`src/rtl/matrix_pkg.sv`:
```
// Shared definitions for the LED matrix frame loader.
//   ROWS / ROW_W   : matrix geometry (8 rows of 8 pixels)
//   ADDR_W         : width of the bus-side register address
//   CTRL_ADDR      : address of the control register
//   CTRL_*_BIT     : bit positions inside the control register
//   swap_state_e   : states of the commit/swap controller
package matrix_pkg;

  localparam int ROWS   = 8;
  localparam int ROW_W  = 8;
  localparam int ADDR_W = 4;

  localparam logic [ADDR_W-1:0] CTRL_ADDR = 4'h8;

  localparam int CTRL_OE_BIT  = 0;
  localparam int CTRL_CLR_BIT = 1;

  typedef enum logic {
    IDLE    = 1'b0,
    PENDING = 1'b1
  } swap_state_e;

endpackage

```
`src/rtl/frame_swap_ctl.sv`:
```
// Commit/swap controller for the double-buffered frame store.
// A commit arms the controller; the next frame_sync fires a one-cycle swap.
//   clock      : system clock, rising edge
//   reset      : asynchronous, active-high
//   commit     : request to publish the shadow buffer
//   frame_sync : frame-boundary pulse
//   busy       : high while a commit is waiting for a frame boundary
//   swap       : one-cycle pulse; the active buffer loads the shadow on this edge
module frame_swap_ctl
  import matrix_pkg::*;
(
  input  logic clock,
  input  logic reset,
  input  logic commit,
  input  logic frame_sync,
  output logic busy,
  output logic swap
);

  swap_state_e state;
  swap_state_e state_nxt;

  always_ff @(posedge clock or posedge reset) begin
    if (reset) begin
      state <= IDLE;
    end else begin
      state <= state_nxt;
    end
  end

  // Commits seen while pending (including one coincident with the swap)
  // are absorbed: only one swap results and the controller returns to IDLE.
  always_comb begin
    state_nxt = state;
    busy      = 1'b0;
    swap      = 1'b0;
    case (state)
      IDLE: begin
        if (commit) begin
          state_nxt = PENDING;
        end
      end
      PENDING: begin
        busy = 1'b1;
        if (frame_sync) begin
          swap      = 1'b1;
          state_nxt = IDLE;
        end
      end
      default: begin
        state_nxt = IDLE;
      end
    endcase
  end

endmodule

```
`src/rtl/matrix_frame_loader.sv`:
```
// Double-buffered frame store feeding the 8x8 LED matrix row-scan driver.
// The bus writes rows into a shadow buffer; a commit copies the shadow into
// the active buffer on the next frame boundary so the image never tears.
//   clock, reset       : system clock; asynchronous active-high reset
//   wr_en/addr/data    : bus write (0-7 shadow rows, CTRL_ADDR control)
//   rd_addr, rd_data   : registered readback, one cycle latency
//   commit, frame_sync : publish request and frame-boundary pulse
//   busy               : commit pending
//   data               : active image, row n at data[8n+7:8n]
//   oe                 : driver output enable (control bit 0)
module matrix_frame_loader #(
  parameter int                                ROWS      = matrix_pkg::ROWS,
  parameter logic [matrix_pkg::ADDR_W-1:0]     CTRL_ADDR = matrix_pkg::CTRL_ADDR
) (
  input  logic                                 clock,
  input  logic                                 reset,
  input  logic                                 wr_en,
  input  logic [matrix_pkg::ADDR_W-1:0]        wr_addr,
  input  logic [matrix_pkg::ROW_W-1:0]         wr_data,
  input  logic [matrix_pkg::ADDR_W-1:0]        rd_addr,
  output logic [matrix_pkg::ROW_W-1:0]         rd_data,
  input  logic                                 commit,
  input  logic                                 frame_sync,
  output logic                                 busy,
  output logic [ROWS*matrix_pkg::ROW_W-1:0]    data,
  output logic                                 oe
);

  import matrix_pkg::*;

  localparam int RIDX_W = $clog2(ROWS);

  // Packed so that row n naturally sits at bits [8n+7:8n] of the image.
  logic [ROWS-1:0][ROW_W-1:0] shadow;
  logic [ROWS-1:0][ROW_W-1:0] active;
  logic                       enable;
  logic                       swap;
  logic                       row_wr;
  logic                       ctrl_wr;
  logic                       clr;
  logic [ROW_W-1:0]           rd_mux;

  frame_swap_ctl u_swap_ctl (
    .clock      (clock),
    .reset      (reset),
    .commit     (commit),
    .frame_sync (frame_sync),
    .busy       (busy),
    .swap       (swap)
  );

  assign row_wr  = wr_en && (int'(wr_addr) < ROWS);
  assign ctrl_wr = wr_en && (wr_addr == CTRL_ADDR);
  assign clr     = ctrl_wr && wr_data[CTRL_CLR_BIT];

  always_ff @(posedge clock or posedge reset) begin
    if (reset) begin
      shadow <= '0;
    end else if (clr) begin
      shadow <= '0;
    end else if (row_wr) begin
      shadow[wr_addr[RIDX_W-1:0]] <= wr_data;
    end
  end

  // Non-blocking copy takes the shadow as it stood before this edge, so a
  // write or clear in the swap cycle only affects the shadow.
  always_ff @(posedge clock or posedge reset) begin
    if (reset) begin
      active <= '0;
    end else if (swap) begin
      active <= shadow;
    end
  end

  always_ff @(posedge clock or posedge reset) begin
    if (reset) begin
      enable <= 1'b0;
    end else if (ctrl_wr) begin
      enable <= wr_data[CTRL_OE_BIT];
    end
  end

  always_comb begin
    rd_mux = '0;
    if (int'(rd_addr) < ROWS) begin
      rd_mux = shadow[rd_addr[RIDX_W-1:0]];
    end else if (rd_addr == CTRL_ADDR) begin
      rd_mux = {{(ROW_W-1){1'b0}}, enable};
    end
  end

  always_ff @(posedge clock or posedge reset) begin
    if (reset) begin
      rd_data <= '0;
    end else begin
      rd_data <= rd_mux;
    end
  end

  assign data = active;
  assign oe   = enable;

endmodule
```
`config.mk`:
```
export PLATFORM = sky130hd
export DESIGN_NAME = matrix_frame_loader
export DESIGN_NICKNAME = d
export VERILOG_FILES = /design/src/rtl/matrix_pkg.sv /design/src/rtl/frame_swap_ctl.sv /design/src/rtl/matrix_frame_loader.sv
export SDC_FILE = /design/constraint.sdc
export NUM_CORES = 1
export LEC_CHECK = 0
export CAP_MARGIN = 10
export CORE_ASPECT_RATIO = 0.8
export CORE_MARGIN = 5
export CORE_UTILIZATION = 45
export CTS_CLUSTER_DIAMETER = 50
export DETAILED_ROUTE_END_ITERATION = 10
export HOLD_SLACK_MARGIN = 0.02
export PLACE_DENSITY_LB_ADDON = 0.3
export SLEW_MARGIN = 20
export SYNTH_ARGS = -nofsm -noshare
export SYNTH_HDL_FRONTEND = slang
export SYNTH_SLANG_ARGS = --single-unit
```
`constraint.sdc`:
```
create_clock -name clock -period 8.1 [get_ports clock]
set_input_delay 2.025 -clock clock [delete_from_list [all_inputs] [get_ports clock]]
set_output_delay 2.025 -clock clock [all_outputs]
set_load 0.03 [all_outputs]
```
==> results.json, run 1 <==
{
  "finalInstanceArea_um2": 7640,
  "post_synth.cell_area_avg_um2": 12.1,
  "area_growth_pct": 26.8,
  "synth_area_leaders": "dfrtp_1, mux2_2, mux4_2",
  "r2r_cells": 3,
  "max_slew_margin_pct": 23.7,
  "clk_path_buf_depth": 2,
  "end_kind": "flop",
  "grt_pass1_vias": 4320,
  "r2r_end": "data[7]",
  "dieArea_um2": 15800,
  "ys_types": 38,
  "cts_sinks": 138,
  "layout_commonest_cell": "dfrtp_1",
  "power_mw": 2.38,
  "path_clk_slew_ps": 60,
  "ys_warn_count": 0,
  "hold_class": "reg -> reg",
  "cp_max_fo": 37,
  "switchingPower_mw": 0.764,
  "postSynthCellCount": 498,
  "maxCapViolations": 0,
  "min_to": "data[36]",
  "cts_tree": "yes",
  "viasPerCell": 5.91,
  "ir_drop_uv": 157,
  "yosysSeqAreaShare_pct": 57.4,
  "clkLatencyLatePin_ps": 420,
  "synth_seq_cells": 138,
  "yosys.area.top_type_share_pct": 57.4,
  "wl_mm": 15.7,
  "critical_path.startpoint_type": "input port",
  "grt_pass1_wl_mm": 24.7,
  "drv_slew": 0,
  "grt_usage_pct": 19.8,
  "io_pins": 95,
  "layout_common_cells": "dfrtp_1, clkdlybuf4s50_1, mux2_2, o21ai_0, nand3_1",
  "hold_slack_ps": 503,
  "grt_overflow": 0,
  "h-tree-depth": 4,
  "antenna_found_initial": 0,
  "initial_core_util_pct": 46.3,
  "final.min_clock_period_ps": 3900,
  "arrival_ps": 4190,
  "rsz0062_at_grt": "false",
  "finalHoldViolCount": 0,
  "clock_skew_ps": 9.75,
  "place.gp.congestion": 0.856,
  "nNetsFinal": 591,
  "p_sw_share_pct": 32.1,
  "core_area_um2": 13000,
  "ctsRootBufferMaster": "clkbuf_16",
  "setup_tns_ps": 0,
  "critPathKind": "in -> reg",
  "synth_area_um2": 6020,
  "cts_setup_buffers": 0,
  "first_pass_iters": 8,
  "outcome": "completed",
  "die_x_um": 139,
  "crit_required_ps": 8390,
  "cts_hold_buf": 0,
  "pwr-share-clk_pct": 32.4,
  "ant_nets": 0,
  "drc": 0,
  "tightest_slew_ps": 1140,
  "io_buffers": 94,
  "p_int_mw": 1.62,
  "p_per_area_nw_per_um2": 312,
  "grt_max_degree": 77,
  "r2r_slack_ps": 6430,
  "vias": 4483,
  "place_area_um2": 7010,
  "hold_depth": 1,
  "dp_hpwl_mm": 9.95,
  "cts_buffers": 17,
  "antenna_cells": 0,
  "combPwrFrac_pct": 27.6,
  "drtIter0Drc": 430,
  "synthesis.nets": 519,
  "p_leak_nw": 3.28,
  "drive_gt1_share_pct": 22.0,
  "rows": 37,
  "die-height_um": 113,
  "finalCritPeriodShare_pct": 48.2,
  "fillers": 1039,
  "hold_start": "data[36]",
  "reg2reg_from": "u_swap_ctl.state",
  "cts_resized": 0,
  "setup_viol": 0,
  "synth_top_area_cell": "dfrtp_1",
  "routedWlPerCell_um": 20.7,
  "power_frac_seq_pct": 39.9,
  "fmax_mhz": 256
}
## worst max path at each step
stage	start	end	slack [ps]
5_1_grt	wr_addr[2]	shadow[61]	4120
4_1_cts	wr_addr[2]	shadow[19]	3910
6_report	wr_addr[2]	shadow[19]	4200
3_5_place_dp	wr_addr[2]	shadow[19]	3470
2_1_floorplan	reset	data[0]	2380
3_3_place_gp	wr_addr[2]	shadow[36]	3590
## power groups by stage
| stage | combinational [mW] | sequential (mW) | clock [mW] |
|---|---|---|---|
| after floorplan | 0.217 | 1.11 | 0 |
| after global placement | 0.650 | 0.953 | 0 |
| after detailed placement | 0.659 | 0.961 | 0 |
| after CTS | 0.664 | 0.950 | 0.781 |
| after global routing | 0.698 | 0.969 | 0.811 |
| final | 0.658 | 0.951 | 0.772 |
## sequential cells by signal (all words and copies together), names as in the netlist
register          count
oe                    1
rd_data               8
shadow               64
u_swap_ctl.state      1
data                 64
## cells by family after synthesis
kind of cell / after synthesis / synth area share [%]
AND/OR/NAND/NOR: 95 / 8.31
buffers and inverters: 52 / 3.87
multiplexers: 90 / 19.4
flip-flops: 138 / 57.4
AO/OA/AOI/OAI: 123 / 11.0
## worst max-delay path, stage by stage
cell and delay (ps):
clkdlybuf4s50_1 650, or4b_1 770, nor2_4 390, buf_12 250
a21oi_1 80
## Yosys cell counts (all sizes together)
cell,count
nand3,51
a221oi,1
nor4b,2
mux2,65
a21boi,1
and2,2
or2,1
nor2b,2
inv,5
or4b,1
o221ai,2
nor3b,1
nand4,4
mux4,15
and3,1
dfrtp,138
a221o,1
nand2,5
or3b,2
nand2b,2
nor2,18
clkbuf,27
a21o,1
buf,20
nor3,1
a31oi,1
a22o,7
o21ai,59
nand3b,1
a21oi,50
and3b,1
mux2i,10
## layout make-up
cell class	count	area [um2]	area share, %
Tap cell	175	219	2.87
Timing Repair Buffer	100	1000	13.1
Inverter	5	23.8	0.311
Multi-Input combinational cell	308	2350	30.7
Clock buffer	19	453	5.93
Clock inverter	13	139	1.82
Sequential cell	138	3450	45.2
## layer usage
metal | track usage (%) | vias to the layer above | part of all wire (%)
li1 | - | 1961 | -
met1 | 29.6 | 2261 | 46
met2 | 28.8 | 236 | 44
met3 | 4.74 | 25 | 8.2
met4 | 6.06 | 0 | 1.5
met5 | 0 | - | 0
## through the flow
| stage | worst slack [ps] | std cells | utilization, % |
|---|---|---|---|
| floorplan | 2380 | 498 | - |
| global placement | 3590 | 724 | 53.9 |
| detailed placement | 3470 | 724 | 53.9 |
| CTS | 3910 | 756 | 58.4 |
| global route | 4120 | 758 | 58.7 |
| finish | 4200 | 758 | 58.7 |
(Power assumes the default switching activity.)
==> run 2: changes to the inputs <==
- clock period: 8.1 -> 3.8 ns (I/O delays scaled with it)
==> results.json, run 2 (synthesized netlist as in run 1, its figures left out) <==
{
  "outcome": "completed",
  "critPathKind": "in -> reg",
  "slowest_delay_ps": 770,
  "rows": 37,
  "first_pass_iters": 4,
  "path_clk_slew_ps": 60,
  "vias": 4460,
  "antenna_found_initial": 0,
  "ant_nets": 0,
  "drc": 0,
  "end_kind": "flop",
  "grt_usage_pct": 19.7,
  "cts_resized": 0,
  "routedWlPerCell_um": 20.1,
  "crit_family": "simple AND/OR/NAND/NOR gates",
  "core_area_um2": 13000,
  "arrival_ps": 3230,
  "slowest_stage": "or4b_1",
  "layout_commonest_cell": "dfrtp_1",
  "maxCapViolations": 0,
  "clkLatencyLatePin_ps": 420,
  "grt_pass1_wl_mm": 24.5,
  "h-tree-depth": 4,
  "max_slew_margin_pct": 37.9,
  "setup_tns_ps": 0,
  "cp_max_fo": 28,
  "cts_buffers": 17,
  "viasPerCell": 5.85,
  "drv_slew": 0,
  "fillers": 1008,
  "area_growth_pct": 29.4,
  "place.gp.congestion": 0.862,
  "cts_sinks": 138,
  "die-height_um": 113,
  "tightest_slew_ps": 929,
  "grt_max_degree": 96,
  "p_per_area_nw_per_um2": 694,
  "ctsRootBufferMaster": "clkbuf_16",
  "hold_class": "reg -> reg",
  "fmax_mhz": 341,
  "layout_common_cells": "dfrtp_1, clkdlybuf4s50_1, mux2_2, o21ai_0, nand3_1",
  "die_x_um": 139,
  "clock_skew_ps": 6.32,
  "io_buffers": 94,
  "crit_path_cell_trace": "clkdlybuf4s50_1 -> or4b_1 -> nor2_4 -> buf_12 -> a21oi_1",
  "dieArea_um2": 15800,
  "ir_drop_uv": 347,
  "drtIter0Drc": 476,
  "cts_hold_buf": 0,
  "crit_required_ps": 4090,
  "initial_core_util_pct": 46.3,
  "io_pins": 95,
  "wl_mm": 15.4,
  "critical_path.startpoint_type": "input port",
  "drive_gt1_share_pct": 21.9,
  "grt_overflow": 0,
  "cts_tree": "yes",
  "cts_setup_buffers": 0,
  "grt_pass1_vias": 4460,
  "final.min_clock_period_ps": 2940,
  "power_mw": 5.41,
  "rsz0062_at_grt": "false",
  "finalCritPeriodShare_pct": 77.3,
  "p_leak_nw": 3.35,
  "antenna_cells": 0,
  "clk_path_buf_depth": 2,
  "nNetsFinal": 596,
  "setup_viol": 0,
  "finalHoldViolCount": 0,
  "cp_num_buf_inv": 2,
  "dp_hpwl_mm": 10.1
}
## run 2: final timing paths
path	from	endpoint	slack, ps	cells after the start
worst max register to register	u_swap_ctl.state	data[29]	2140	3
min in group asynchronous	reset	data[13]	880	2
worst max-delay path	wr_addr[2]	shadow[36]	860	5
worst min-delay path	data[27]	data[27]	500	1
worst min register to register	data[27]	data[27]	500	1
max in group asynchronous	reset	data[58]	2120	3
## run 2: worst reg2reg max path, cell delays in order (launching register included)
cell	delay (ps)
dfrtp_1	400
nand2_2	350
buf_4	400
mux2_2	400
## run 2: cell type report
cell class	instances	area [um2]	share of cell area (%)
inverter	5	22.5	0.289
clock buffer	19	433	5.56
clock inverter	13	272	3.49
tap	175	219	2.81
multi-input combinational	308	2340	30.1
timing repair buffer	105	1050	13.5
sequential	138	3450	44.3
## run 2: where the power goes
part / internal (mW) / total (mW) / switching [mW]
Sequential: 1.80 / 2.03 / 0.229
Combinational: 0.652 / 1.41 / 0.755
Clock: 1.36 / 1.97 / 0.614
## run 2: layer usage
metal / part of all wire (%) / track usage [%] / routed length [um] / vias to the layer above
met5: 0 / 0 / 0 / -
met4: 1.2 / 6.13 / 188 / 0
met3: 7.8 / 5.32 / 1200 / 17
met2: 44 / 28.5 / 6780 / 216
met1: 47 / 29.2 / 7190 / 2259
li1: - / - / - / 1968
## run 2: stage by stage
| stage | cell area [um2] | hold slack, ps | utilization (%) | worst slack, ps | std cells |
|---|---|---|---|---|---|
| floorplan | 6020 | 463 | - | 1130 | 498 |
| global placement | 7090 | 489 | 54.5 | 591 | 731 |
| detailed placement | 7090 | 496 | 54.5 | 501 | 731 |
| CTS | 7790 | 506 | 59.9 | 925 | 763 |
| global route | 7790 | 524 | 59.9 | 789 | 763 |
| finish | 7790 | 502 | 59.9 | 864 | 763 |
==> run 3: changes to the inputs <==
- clock period: 3.8 -> 2.6 ns (I/O delays scaled with it)
==> results.json, run 3 (synthesized netlist as in run 1, its figures left out) <==
{
  "clk_path_buf_depth": 2,
  "antenna_cells": 0,
  "ir_drop_uv": 502,
  "die-height_um": 113,
  "io_buffers": 94,
  "grt_usage_pct": 20.4,
  "area_growth_pct": 29.5,
  "cp_num_buf_inv": 1,
  "rows": 37,
  "drive_gt1_share_pct": 23.4,
  "viasPerCell": 5.83,
  "routedWlPerCell_um": 20.6,
  "p_per_area_nw_per_um2": 944,
  "first_pass_iters": 6,
  "cts_buffers": 17,
  "grt_overflow": 0,
  "critPathKind": "reg -> out",
  "hold_class": "reg -> reg",
  "slowest_stage": "clkdlybuf4s50_1",
  "path_clk_slew_ps": 60,
  "dp_hpwl_mm": 10.5,
  "setup_viol": 0,
  "ctsRootBufferMaster": "clkbuf_16",
  "cts_sinks": 138,
  "place.gp.congestion": 0.863,
  "max_slew_margin_pct": 50.4,
  "reg2reg_from": "shadow[56]",
  "r2r_end": "rd_data[0]",
  "grt_pass1_wl_mm": 25.5,
  "r2r_cells": 3,
  "cts_tree": "yes",
  "cp_max_fo": 2,
  "utilization_pct": 59.9,
  "drv_slew": 0,
  "arrival_ps": 1530,
  "end_kind": "primary output",
  "cts_resized": 0,
  "antenna_found_initial": 0,
  "r2r_slack_ps": 1220,
  "grt_pass1_vias": 4637,
  "drc": 0,
  "crit_required_ps": 1950,
  "layout_common_cells": "dfrtp_1, clkdlybuf4s50_1, mux2_2, o21ai_0, nand3_1",
  "clock_skew_ps": 7.54,
  "h-tree-depth": 4,
  "critical_path.startpoint_type": "flop",
  "layout_commonest_cell": "dfrtp_1",
  "crit_path_cell_trace": "clkdlybuf4s50_1",
  "grt_max_degree": 65,
  "min_to": "data[55]",
  "slowest_delay_ps": 700,
  "crit_family": "buffers and inverters",
  "finalCritPeriodShare_pct": 83.8,
  "hold_depth": 1,
  "core_area_um2": 13000,
  "cts_setup_buffers": 0,
  "tightest_slew_ps": 738,
  "rsz0062_at_grt": "false",
  "p_leak_nw": 3.35,
  "drtIter0Drc": 579,
  "cts_hold_buf": 0,
  "dieArea_um2": 15800,
  "outcome": "completed",
  "final.min_clock_period_ps": 2180,
  "wl_mm": 16.0,
  "ant_nets": 0,
  "fmax_mhz": 459,
  "setup_tns_ps": 0,
  "io_pins": 95,
  "hold_start": "data[55]",
  "vias": 4509,
  "finalHoldViolCount": 0,
  "die_x_um": 139,
  "nNetsFinal": 606,
  "initial_core_util_pct": 46.3,
  "clkLatencyLatePin_ps": 420,
  "maxCapViolations": 0
}
run 3: cell count changes in the layout (fill, tap and decap cells not counted):
| cell | change |
|---|---|
| buf_4 | +5 |
| clkbuf_8 | +2 |
| bufinv_16 | -7 |
| inv_6 | +1 |
| clkinvlp_4 | +3 |
| clkinv_4 | +2 |
| clkbuf_1 | -1 |
| clkinv_2 | -1 |
| buf_12 | +5 |
| inv_8 | +1 |
run 3: worst max-delay path by stage:
stage	start	endpoint	slack [ps]	cells past startpoint
after floorplan	reset	data[0]	230	1
after global placement	wr_addr[1]	shadow[36]	140	5
after detailed placement	wr_addr[1]	shadow[50]	50	5
after CTS	data[24]	data[24]	420	1
after global routing	wr_addr[0]	shadow[0]	370	5
final	data[24]	data[24]	420	1
run 3: metal layers:
layer	global-route usage (%)	vias to the layer above	wire [um]
li1	-	1987	-
met1	29.8	2257	7210
met2	29.8	247	7180
met3	6.24	18	1420
met4	5.74	0	150
met5	0	-	0
run 3: where the power goes:
group          total, mW  switching, mW  internal (mW)  leakage (nW)
clock               2.31          0.932           1.37         0.271
combinational       2.08           1.11          0.970          1.28
sequential          2.97          0.344           2.62          1.80
total               7.36           2.39           4.97          3.35
run 3: layout make-up:
cell class / count / area (um2)
Timing Repair Buffer: 115 / 1190
Multi-Input combinational cell: 308 / 2340
Fill cell: 1042 / 5210
Sequential cell: 138 / 3450
Tap cell: 175 / 219
Clock buffer: 20 / 457
Clock inverter: 12 / 116
Inverter: 5 / 22.5
run 3: stage by stage:
| step | cell area [um2] | power (mW) | hold WS (ps) | instances | worst slack [ps] |
|---|---|---|---|---|---|
| after floorplan | 6020 | 4.15 | 463 | 498 | 229 |
| after global placement | 7220 | 5.02 | 488 | 741 | 145 |
| after detailed placement | 7220 | 5.09 | 493 | 741 | 49.8 |
| after CTS | 7800 | 7.41 | 509 | 773 | 419 |
| after global routing | 7800 | 7.67 | 523 | 773 | 373 |
| final | 7800 | 7.36 | 506 | 773 | 420 |
==> edit: new RTL, flow settings as in run 1 <==
Change the package constant `ROW_W` from 8 to 9. Comments in the files are not updated.
--- a/src/rtl/matrix_pkg.sv
+++ b/src/rtl/matrix_pkg.sv
@@ -7,7 +7,7 @@
 package matrix_pkg;
 
   localparam int ROWS   = 8;
-  localparam int ROW_W  = 8;
+  localparam int ROW_W  = 9;
   localparam int ADDR_W = 4;
 
   localparam logic [ADDR_W-1:0] CTRL_ADDR = 4'h8;
Interface: changed (resized data, rd_data and wr_data); port bits go from 95 to 105. The function was not compared with the original's and may differ.
==> edit against run 1 <==
Total power up 5.7%; count of clock-buffer cells in the layout increased by 9; sequential cell count is 17 higher; synthesized area rose by 13%; combinational power grew 13%; setup slack lost 100 ps; routed wire length rose by 14%; final area is 9.7% higher; critical path type unchanged.
==> edit: results (changes against run 1) <==
- The fraction of layout instances using a drive strength above 1 is 19.9% (-2.1 points).
- By area the synthesized netlist is led by sky130_fd_sc_hd__dfrtp_1 57%, sky130_fd_sc_hd__mux2_2 12%, sky130_fd_sc_hd__mux4_2 5.6%.
- The leakage component of the power came to 3.60 nW (+9.7%).
- In this run the most critical hold path is launched from data[37].
- The flow ran to the end, and the final reports show no timing, DRC or antenna violations.
- The first-pass detailed-route iteration total is 5 (-3).
- The number of global-route vias before repair was 5037 (+17%).
- The non-clock buffer total of the final layout is 112 (+12%).
- The power dissipated in the clock network is 0.708 mW (-8.3%).
- By count the netlist is led by 155 x sky130_fd_sc_hd__dfrtp_1, 70 x sky130_fd_sc_hd__mux2_2, 62 x sky130_fd_sc_hd__nand3_1.
- The compound-cell area share of the yosys netlist is 11.2% (+0.14 points).
- The placer's final routability congestion estimate is 0.833 (-2.7%).
- The cell area reported after detailed placement is 7840 um^2 (+12%).
- The final clock skew was 11.1 ps (+1.36 ps).
- The multi-input gate area in the final layout was 2610 um^2 (+11%).
- The HPWL after detailed placement is 11.4 mm (+15%).
- The relative max-transition margin came to 29.3% (+5.6 points).
- The final net count is 655 (+11%).
- The number of input and output port buffers inserted is 104 (+11%).
- The fill cell total of the finished layout is 1219 (+17%).
- The sequential fraction of total cell area is 46.3% (+1.1 points).
- The total of clock buffers placed in the layout is 28 (+9).
- The number of antenna violations at the first check in global routing came to 1 (+1).
- The highest cell delay on the worst timing path is 640 ps (-130 ps).
- The total number of multi-input combinational cells came to 339 (+10%).
- In this run the worst setup path begins at wr_addr[1].
- The multi-input gate share of total cell area came to 31.1% (+0.38 points).
- The post-synthesis mux area share is 18.8% (-0.63 points).
- The biggest fanout along the worst timing path is 32 (-14%).
- The portion of the layout cell area used by clock cells is 6.17% (-1.6 points).
- The layout inverter count without the clock tree is 8 (+3).
- The share of final layout cell area taken by non-clock buffers is 13.2% (+0.051 points).
- The switching share of power is 32.1% (about the same).
- The maximum number of pins on one net before global-route repair is 82 (+6.5%).
- The internal portion of total power came to 1.71 mW (+5.7%).
- The global-route usage over all layers is 20.6% (+0.74 points).
- The kind of cell with the highest combined delay along the critical path is buffers and inverters.
- The initial DRC count is 578 (+34%).
- The highest ir drop seen on vdd is 0.000144 V (-7.8%).
-- edit: metrics by stage --
stage / hold WS [ps] / std cells / setup WS (ps)
3_3_place_gp: 478 / 801 / 3460
4_1_cts: 501 / 831 / 3770
5_1_grt: 517 / 833 / 4030
2_1_floorplan: 487 / 557 / 1900
6_report: 494 / 833 / 4090
3_5_place_dp: 484 / 801 / 3340
-- edit: final timing paths --
check / end / slack, ps / cells past startpoint
max in group asynchronous: shadow[58] / 4490 / 3
min: data[37] / 490 / 2
min in group asynchronous: data[35] / 2120 / 2
max: shadow[67] / 4090 / 6
min reg2reg: data[37] / 490 / 2
max reg2reg: data[27] / 6340 / 3
-- edit: routing by layer --
layer	up-vias	track usage, %	share of wire (%)
li1	2158	-	-
met4	2	5.88	1.8
met5	-	0	0.10
met3	23	6.68	8.0
met1	2479	28.0	43
met2	216	31.7	47
